## config.mk

```make
export PLATFORM = sky130hd
export DESIGN_NAME = avalon_pio_ext
export DESIGN_NICKNAME = d
export VERILOG_FILES = /design/src/rtl/avalon_pio_ext.sv
export SDC_FILE = /design/constraint.sdc
export NUM_CORES = 1
export LEC_CHECK = 0
export CORE_AREA = 2 2 100 102
export DETAILED_ROUTE_END_ITERATION = 8
export DIE_AREA = 0 0 102 104
export SYNTH_ARGS = -nofsm -noshare
export SYNTH_HDL_FRONTEND = slang
export SYNTH_SLANG_ARGS = --single-unit
```

## constraint.sdc

```tcl
create_clock -name clk -period 1.5 [get_ports clk]
set_input_delay 0.15 -clock clk [delete_from_list [all_inputs] [get_ports clk]]
set_output_delay 0.15 -clock clk [all_outputs]
set_load 0.005 [all_outputs]
```

## src/rtl/avalon_pio_ext.sv

```systemverilog
// avalon_pio_ext: Avalon-MM slave GPIO port with per-bit direction, atomic set/clear,
//   synchronised input sampling, edge capture and a maskable level interrupt.
// Latency: writes take effect on the edge they are sampled; readdata is zero-latency
//   combinational. Inputs are visible 2 edges after they settle, and captured 1 edge later.
// Backpressure: none. The slave never inserts wait states and every access completes in one cycle.
//
// Ports:
//   clk, reset_n          system clock, async active-low reset
//   address[2:0]          word address: 0 DATA, 1 DIR, 2 IRQMASK, 3 EDGECAP, 4 OUTSET, 5 OUTCLR
//   chipselect, write_n   write strobe is chipselect & ~write_n
//   writedata[31:0]       bits above WIDTH are dropped
//   readdata[31:0]        combinational read mux, zero-extended above WIDTH
//   in_port[WIDTH-1:0]    asynchronous pins
//   out_port[WIDTH-1:0]   data_out register
//   oe[WIDTH-1:0]         direction register, 1 = drive pin
//   irq                   |(edgecap & irqmask)
module avalon_pio_ext #(
  parameter int unsigned            WIDTH       = 9,
  parameter logic [WIDTH-1:0]       RESET_VALUE = '0,
  parameter logic [WIDTH-1:0]       RESET_DIR   = '0,
  parameter int unsigned            EDGE_TYPE   = 0
) (
  input  logic             clk,
  input  logic             reset_n,
  input  logic [2:0]       address,
  input  logic             chipselect,
  input  logic             write_n,
  input  logic [31:0]      writedata,
  output logic [31:0]      readdata,
  input  logic [WIDTH-1:0] in_port,
  output logic [WIDTH-1:0] out_port,
  output logic [WIDTH-1:0] oe,
  output logic             irq
);

  localparam logic [2:0] ADDR_DATA    = 3'd0;
  localparam logic [2:0] ADDR_DIR     = 3'd1;
  localparam logic [2:0] ADDR_IRQMASK = 3'd2;
  localparam logic [2:0] ADDR_EDGECAP = 3'd3;
  localparam logic [2:0] ADDR_OUTSET  = 3'd4;
  localparam logic [2:0] ADDR_OUTCLR  = 3'd5;

  logic [WIDTH-1:0] data_out;
  logic [WIDTH-1:0] dir;
  logic [WIDTH-1:0] irqmask;
  logic [WIDTH-1:0] edgecap;
  logic [WIDTH-1:0] sync1;
  logic [WIDTH-1:0] sync2;
  logic [WIDTH-1:0] prev;
  logic [WIDTH-1:0] edge_det;
  logic [WIDTH-1:0] cap_clr;
  logic [WIDTH-1:0] wdat;
  logic [WIDTH-1:0] rsel;
  logic             wr;

  // Upper writedata bits are deliberately dropped; fold them into a sink so they
  // do not show up as dangling inputs.
  logic unused_wdat;
  assign unused_wdat = ^writedata;

  assign wr   = chipselect & ~write_n;
  assign wdat = writedata[WIDTH-1:0];

  // Output and control registers.
  always_ff @(posedge clk or negedge reset_n) begin
    if (!reset_n) begin
      data_out <= RESET_VALUE;
      dir      <= RESET_DIR;
      irqmask  <= '0;
    end else if (wr) begin
      case (address)
        ADDR_DATA:    data_out <= wdat;
        ADDR_DIR:     dir      <= wdat;
        ADDR_IRQMASK: irqmask  <= wdat;
        ADDR_OUTSET:  data_out <= data_out | wdat;
        ADDR_OUTCLR:  data_out <= data_out & ~wdat;
        default: ;
      endcase
    end
  end

  // Two-flop synchroniser plus one history flop for edge detection.
  always_ff @(posedge clk or negedge reset_n) begin
    if (!reset_n) begin
      sync1 <= '0;
      sync2 <= '0;
      prev  <= '0;
    end else begin
      sync1 <= in_port;
      sync2 <= sync1;
      prev  <= sync2;
    end
  end

  generate
    if (EDGE_TYPE == 1) begin : g_fall
      assign edge_det = ~sync2 & prev;
    end else if (EDGE_TYPE == 2) begin : g_any
      assign edge_det = sync2 ^ prev;
    end else begin : g_rise
      assign edge_det = sync2 & ~prev;
    end
  endgenerate

  assign cap_clr = (wr && (address == ADDR_EDGECAP)) ? wdat : '0;

  // A new edge ORed in after the clear, so a coincident edge keeps its bit set.
  always_ff @(posedge clk or negedge reset_n) begin
    if (!reset_n) begin
      edgecap <= '0;
    end else begin
      edgecap <= (edgecap & ~cap_clr) | edge_det;
    end
  end

  always_comb begin
    rsel = '0;
    case (address)
      ADDR_DATA:    rsel = (dir & data_out) | (~dir & sync2);
      ADDR_DIR:     rsel = dir;
      ADDR_IRQMASK: rsel = irqmask;
      ADDR_EDGECAP: rsel = edgecap;
      default:      rsel = '0;
    endcase
  end

  assign readdata = 32'(rsel);
  assign out_port = data_out;
  assign oe       = dir;
  assign irq      = |(edgecap & irqmask);

endmodule

```

* Word level (Yosys, flattened, before mapping)
Index checks and enable logic that the tools add are counted.
W data, S select, Z words.
** Storage, ports and cells
- Flip-flop bits (word level) :: 63
- Output and inout port bits :: 51
- Input bits :: 48
- Word-level logic and storage cells :: 37
** Operators by class
- Reduce and logical (&&, ||, !) cells :: 7
- Bitwise operators :: 15
- Equal/unequal tests :: 5
- Muxes and demuxes :: 3
** Operator list (number)
- $and A9 B9 Y9 :: 6
- $not A9 Y9 :: 4
- $pmux W9 S4 :: 1
- $or A9 B9 Y9 :: 3
- $pmux W9 S3 :: 1
- $mux W9 :: 1
- $reduce_or A9 Y1 :: 1
- $eq A3 B2 Y1 const B :: 2
- $eq A3 B3 Y1 const B :: 2
- $reduce_and A2 Y1 :: 3
- $eq A3 B1 Y1 const B :: 1
- $logic_not A3 Y1 :: 1
- $reduce_bool A3 Y1 :: 1
- $and A1 B1 Y1 :: 1
- $logic_and A1 B1 Y1 :: 1
- $not A1 Y1 :: 1

* Logic depth before layout (Yosys ltp)
- Word-level depth :: 7
- Gate-level depth with buffers :: 6
- Mapped depth without buffers :: 3

* Least setup slack after synthesis
Ideal clock, no wire load.
- Path kind :: input-to-reg
- Start :: input port address[2]
- End :: register dir[0], in the netlist oe[0]
- Required time :: 1375 ps
- Cell stages on the path :: 4
- Library setup time :: 125 ps
- Data arrival time :: 1254 ps
- Path buffers :: 2
- Setup slack :: 121 ps
- Path through :: buf_2 -> or4b_1 -> buf_6 -> mux2_4
** On the way
- Cells in the longest elaborated chain, start to end :: 2
** RTL lines
- start, declared :: RTL line 25 : input logic [2:0] address,
- $eq A3 B1 Y1 :: RTL line 71 : case (address)
- $reduce_and A2 Y1 (no line)
- end signal, assigned :: RTL line 73 : ADDR_DIR: dir <= wdat;
- end, declared :: RTL line 44 : logic [WIDTH-1:0] dir;
No other way between the ends.
A chain may end at the register's enable or synchronous reset.

* Worst setup path in the final report
- Start :: register irqmask[8]
- End :: output port irq
** On the way
- Cells in the longest elaborated chain, start to end :: 2
** RTL lines
- start, declared :: RTL line 45 : logic [WIDTH-1:0] irqmask;
- start signal, assigned :: RTL line 74 : ADDR_IRQMASK: irqmask <= wdat;
- $and A9 B9 Y9 :: RTL line 130 : assign irq = |(edgecap & irqmask);
- $reduce_or A9 Y1 :: RTL line 130
- end, declared :: RTL line 33 : output logic irq
No other way between the ends.

==> results by group <==
Outcome
  – Outcome: finished with violations
  – Failing checks: negative setup slack

STA
  – Min Tclk post-route: 1.65 ns
  – Layout Skew: roughly 0.0036 ns
  – Tcrit/Tclk final: 1.10
  – WHS: 0.248 ns
  – Max frequency: between 600 and 700 MHz
  – Hold Fails Final Rpt: 0
  – Final Setup Violations: 4
  – Final worst slack: -0.152 ns
  – RSZ-0062 raised after global routing: yes
  – Fin. max-slew vios: 0

Setup path
  – Worst setup startpoint: irqmask[8]
  – Worst reg2reg endpoint: out_port[3]
  – RR Startpoint: out_port[3]
  – R2r setup slk: around 0.47 ns
  – CP startpoint kind: flip-flop
  – Kind of critical path: flip-flop to output pin
  – Critical Path End Type: output pin
  – Crit path capture: irq
  – Critical-path maximum fanout: 2
  – Worst EP required: around 1.4 ns
  – R2R cell count: 3
  – Worst EP arrival: 1.50 ns

Global route
  – Pin count of the biggest net entering global routing: between 60 and 70
  – Gr ovfl total: 0
  – Gr usage total: 0.137
  – Vias in the first global route: 2215
  – First-pass GRT wire length: between 10000 and 15000 um
  – Initial antenna violation count: 0

Pwr
  – P_leak: about 1.9 nW
  – PwrDens: 1150 nW/um^2
  – Max VDD drop: roughly 0.00038 V

CTS
  – Worst-path clk slew: 0.06 ns
  – Clock Tree Root: clkbuf_8
  – H-tree depth: 3
  – Clk sinks: 63
  – Num CTS Buffers: 9
  – Clk_lat worst skew: 0.34 ns
  – Max clock buf depth: 2
  – CTS tree: done

Cells and area
  – Most frequent cells in the layout: dfrtp_1, buf_4, clkdlybuf4s50_1
  – Nets: between 300 and 400
  – Diodes inserted: 0
  – Area grow syn2layout: 40.5%
  – Commonest non-fill, non-tap cell in the layout: dfrtp_1
  – Share of cells above drive strength 1: 0.319

Routing
  – Met2 WL: 3290 um
  – First-pass DRT Iterations: 4
  – Met3 wire length: 494 um
  – Initial DRC count: between 100 and 150
  – Routed vias: 2103
  – # DRC: 0
  – Met1 wire length: approximately 2800 um
  – Highest routed layer: met4
  – ANT nets after route: 0
  – Vias per inst: about 4.6
  – Detailed Route WL: slightly below 7000 um
  – Routed WL per cell: about 15 um

Logic synthesis
  – Syn Inst Count: approximately 230
  – Ys Warns: 0
  – Cell variety after synth: 35
  – Netlist Area Pre-Place: roughly 2800 um^2
  – Syn avg cell area: between 10 and 15 um^2
  – Seq cells post-synth: 63
  – Post-synthesis sequential area ratio: 0.560

Die
  – Starting density of the core: 0.295
  – Die height: ~100 um
  – Row count: 36
  – Full die area: around 11000 um^2
  – Die W: about 100 um
  – Io pins: 99
  – Core Region: 9550 um^2

Placement
  – DP HPWL: about 4800 um
  – RD Place Congestion: around 0.80
  – Post-Place Setup Slack: -0.694 ns
  – IO Port Bufs: 52

Hold path
  – Hold Crit Class: input pin to flip-flop

Job
  – Maxcap violations: 0
where the power goes:
group	internal, W	switching [W]
Combinational	0.000774	0.000439
Sequential	0.00193	0.000173
Clock	0.000635	0.000589
Total	0.00334	0.00120
state kept, by name (all words and copies together), names as in the netlist:
name	cells
sync1	9
oe	9
out_port	9
irqmask	9
sync2	9
prev	9
edgecap	9
worst min path at each step:
stage                    start         end  slack, ns  cells after the start
finish              in_port[1]    sync1[1]       0.25                      1
global route        in_port[0]    sync1[0]       0.23                      1
CTS                 in_port[5]    sync1[5]       0.23                      1
detailed placement     reset_n    sync1[3]       0.19                      2
global placement       reset_n    sync1[3]       0.19                      2
floorplan              reset_n  edgecap[0]      -0.15                      0
cells by family after synthesis:
logic type             after synthesis  synth area share
DFF                                 63             0.560
AOI/OAI and AO/OA                   58             0.137
buffers and inverters               45            0.0992
muxes                               31             0.132
and+or+nand+nor                     31            0.0707
other                                1           0.00133
repair_timing:
action                                 in CTS  in global routing
pin swaps                                  12                  5
endpoints found under the hold margin      63                  0
setup buffers                               6                  0
setup endpoints to repair                  29                 35
gates resized for setup                    65                 23
hold buffers                                1                  0
per-layer routing:
metal,track usage,up-vias
met3,0.0417,13
met2,0.212,80
met4,0.0638,0
met1,0.175,1034
li1,-,976
met5,0,-
Yosys cell counts, drive strengths merged:
library cell,number,share of area
nor3,1,0.0036
nor2,1,0.0040
a31oi,3,0.0067
or4b,1,0.0036
inv,11,0.015
o311a,1,0.0036
or3,4,0.0089
mux2i,10,0.036
a22oi,1,0.0027
dfrtp,63,0.56
a21oi,4,0.0071
o21ai,30,0.053
a211o,5,0.016
clkbuf,2,0.0027
buf,32,0.082
a211oi,1,0.0027
nand3,1,0.0018
conb,1,0.0013
and3,1,0.0022
nand2b,2,0.0053
o311ai,1,0.0031
a221oi,1,0.0031
nand2,10,0.013
a221o,9,0.032
a22o,1,0.0031
mux2,21,0.096
nand4bb,1,0.0040
nor3b,9,0.024
a222oi,1,0.0036
worst max-delay path, cell delays in order, from the launching register on:
cell and delay [ns]:
dfrtp_1 0.37, a22o_1 0.26, a221oi_2 0.23, nand3_1 0.15, buf_2 0.16
stage by stage:
stage	cell area, um^2	utilization	instances	setup TNS [ns]	total power [W]
2_1_floorplan	2900	-	251	0	0.00262
4_1_cts	3900	0.408	462	-0.492	0.00461
5_1_grt	3950	0.414	462	-0.780	0.00482
3_5_place_dp	3660	0.383	441	-21.00	0.00332
6_report	3950	0.414	462	-0.302	0.00454
3_3_place_gp	3660	0.383	441	-20.66	0.00329
cell type report:
cell class                      count  area (um^2)
Fill cell                         930         5600
Sequential cell                    63         1580
Multi-Input combinational cell    143         1110
Timing Repair Buffer               97          902
Tap cell                          133          166
Clock buffer                       14          153
Inverter                           11         41.3
Clock inverter                      1         5.00
Power figures use the tool's default switching activity.
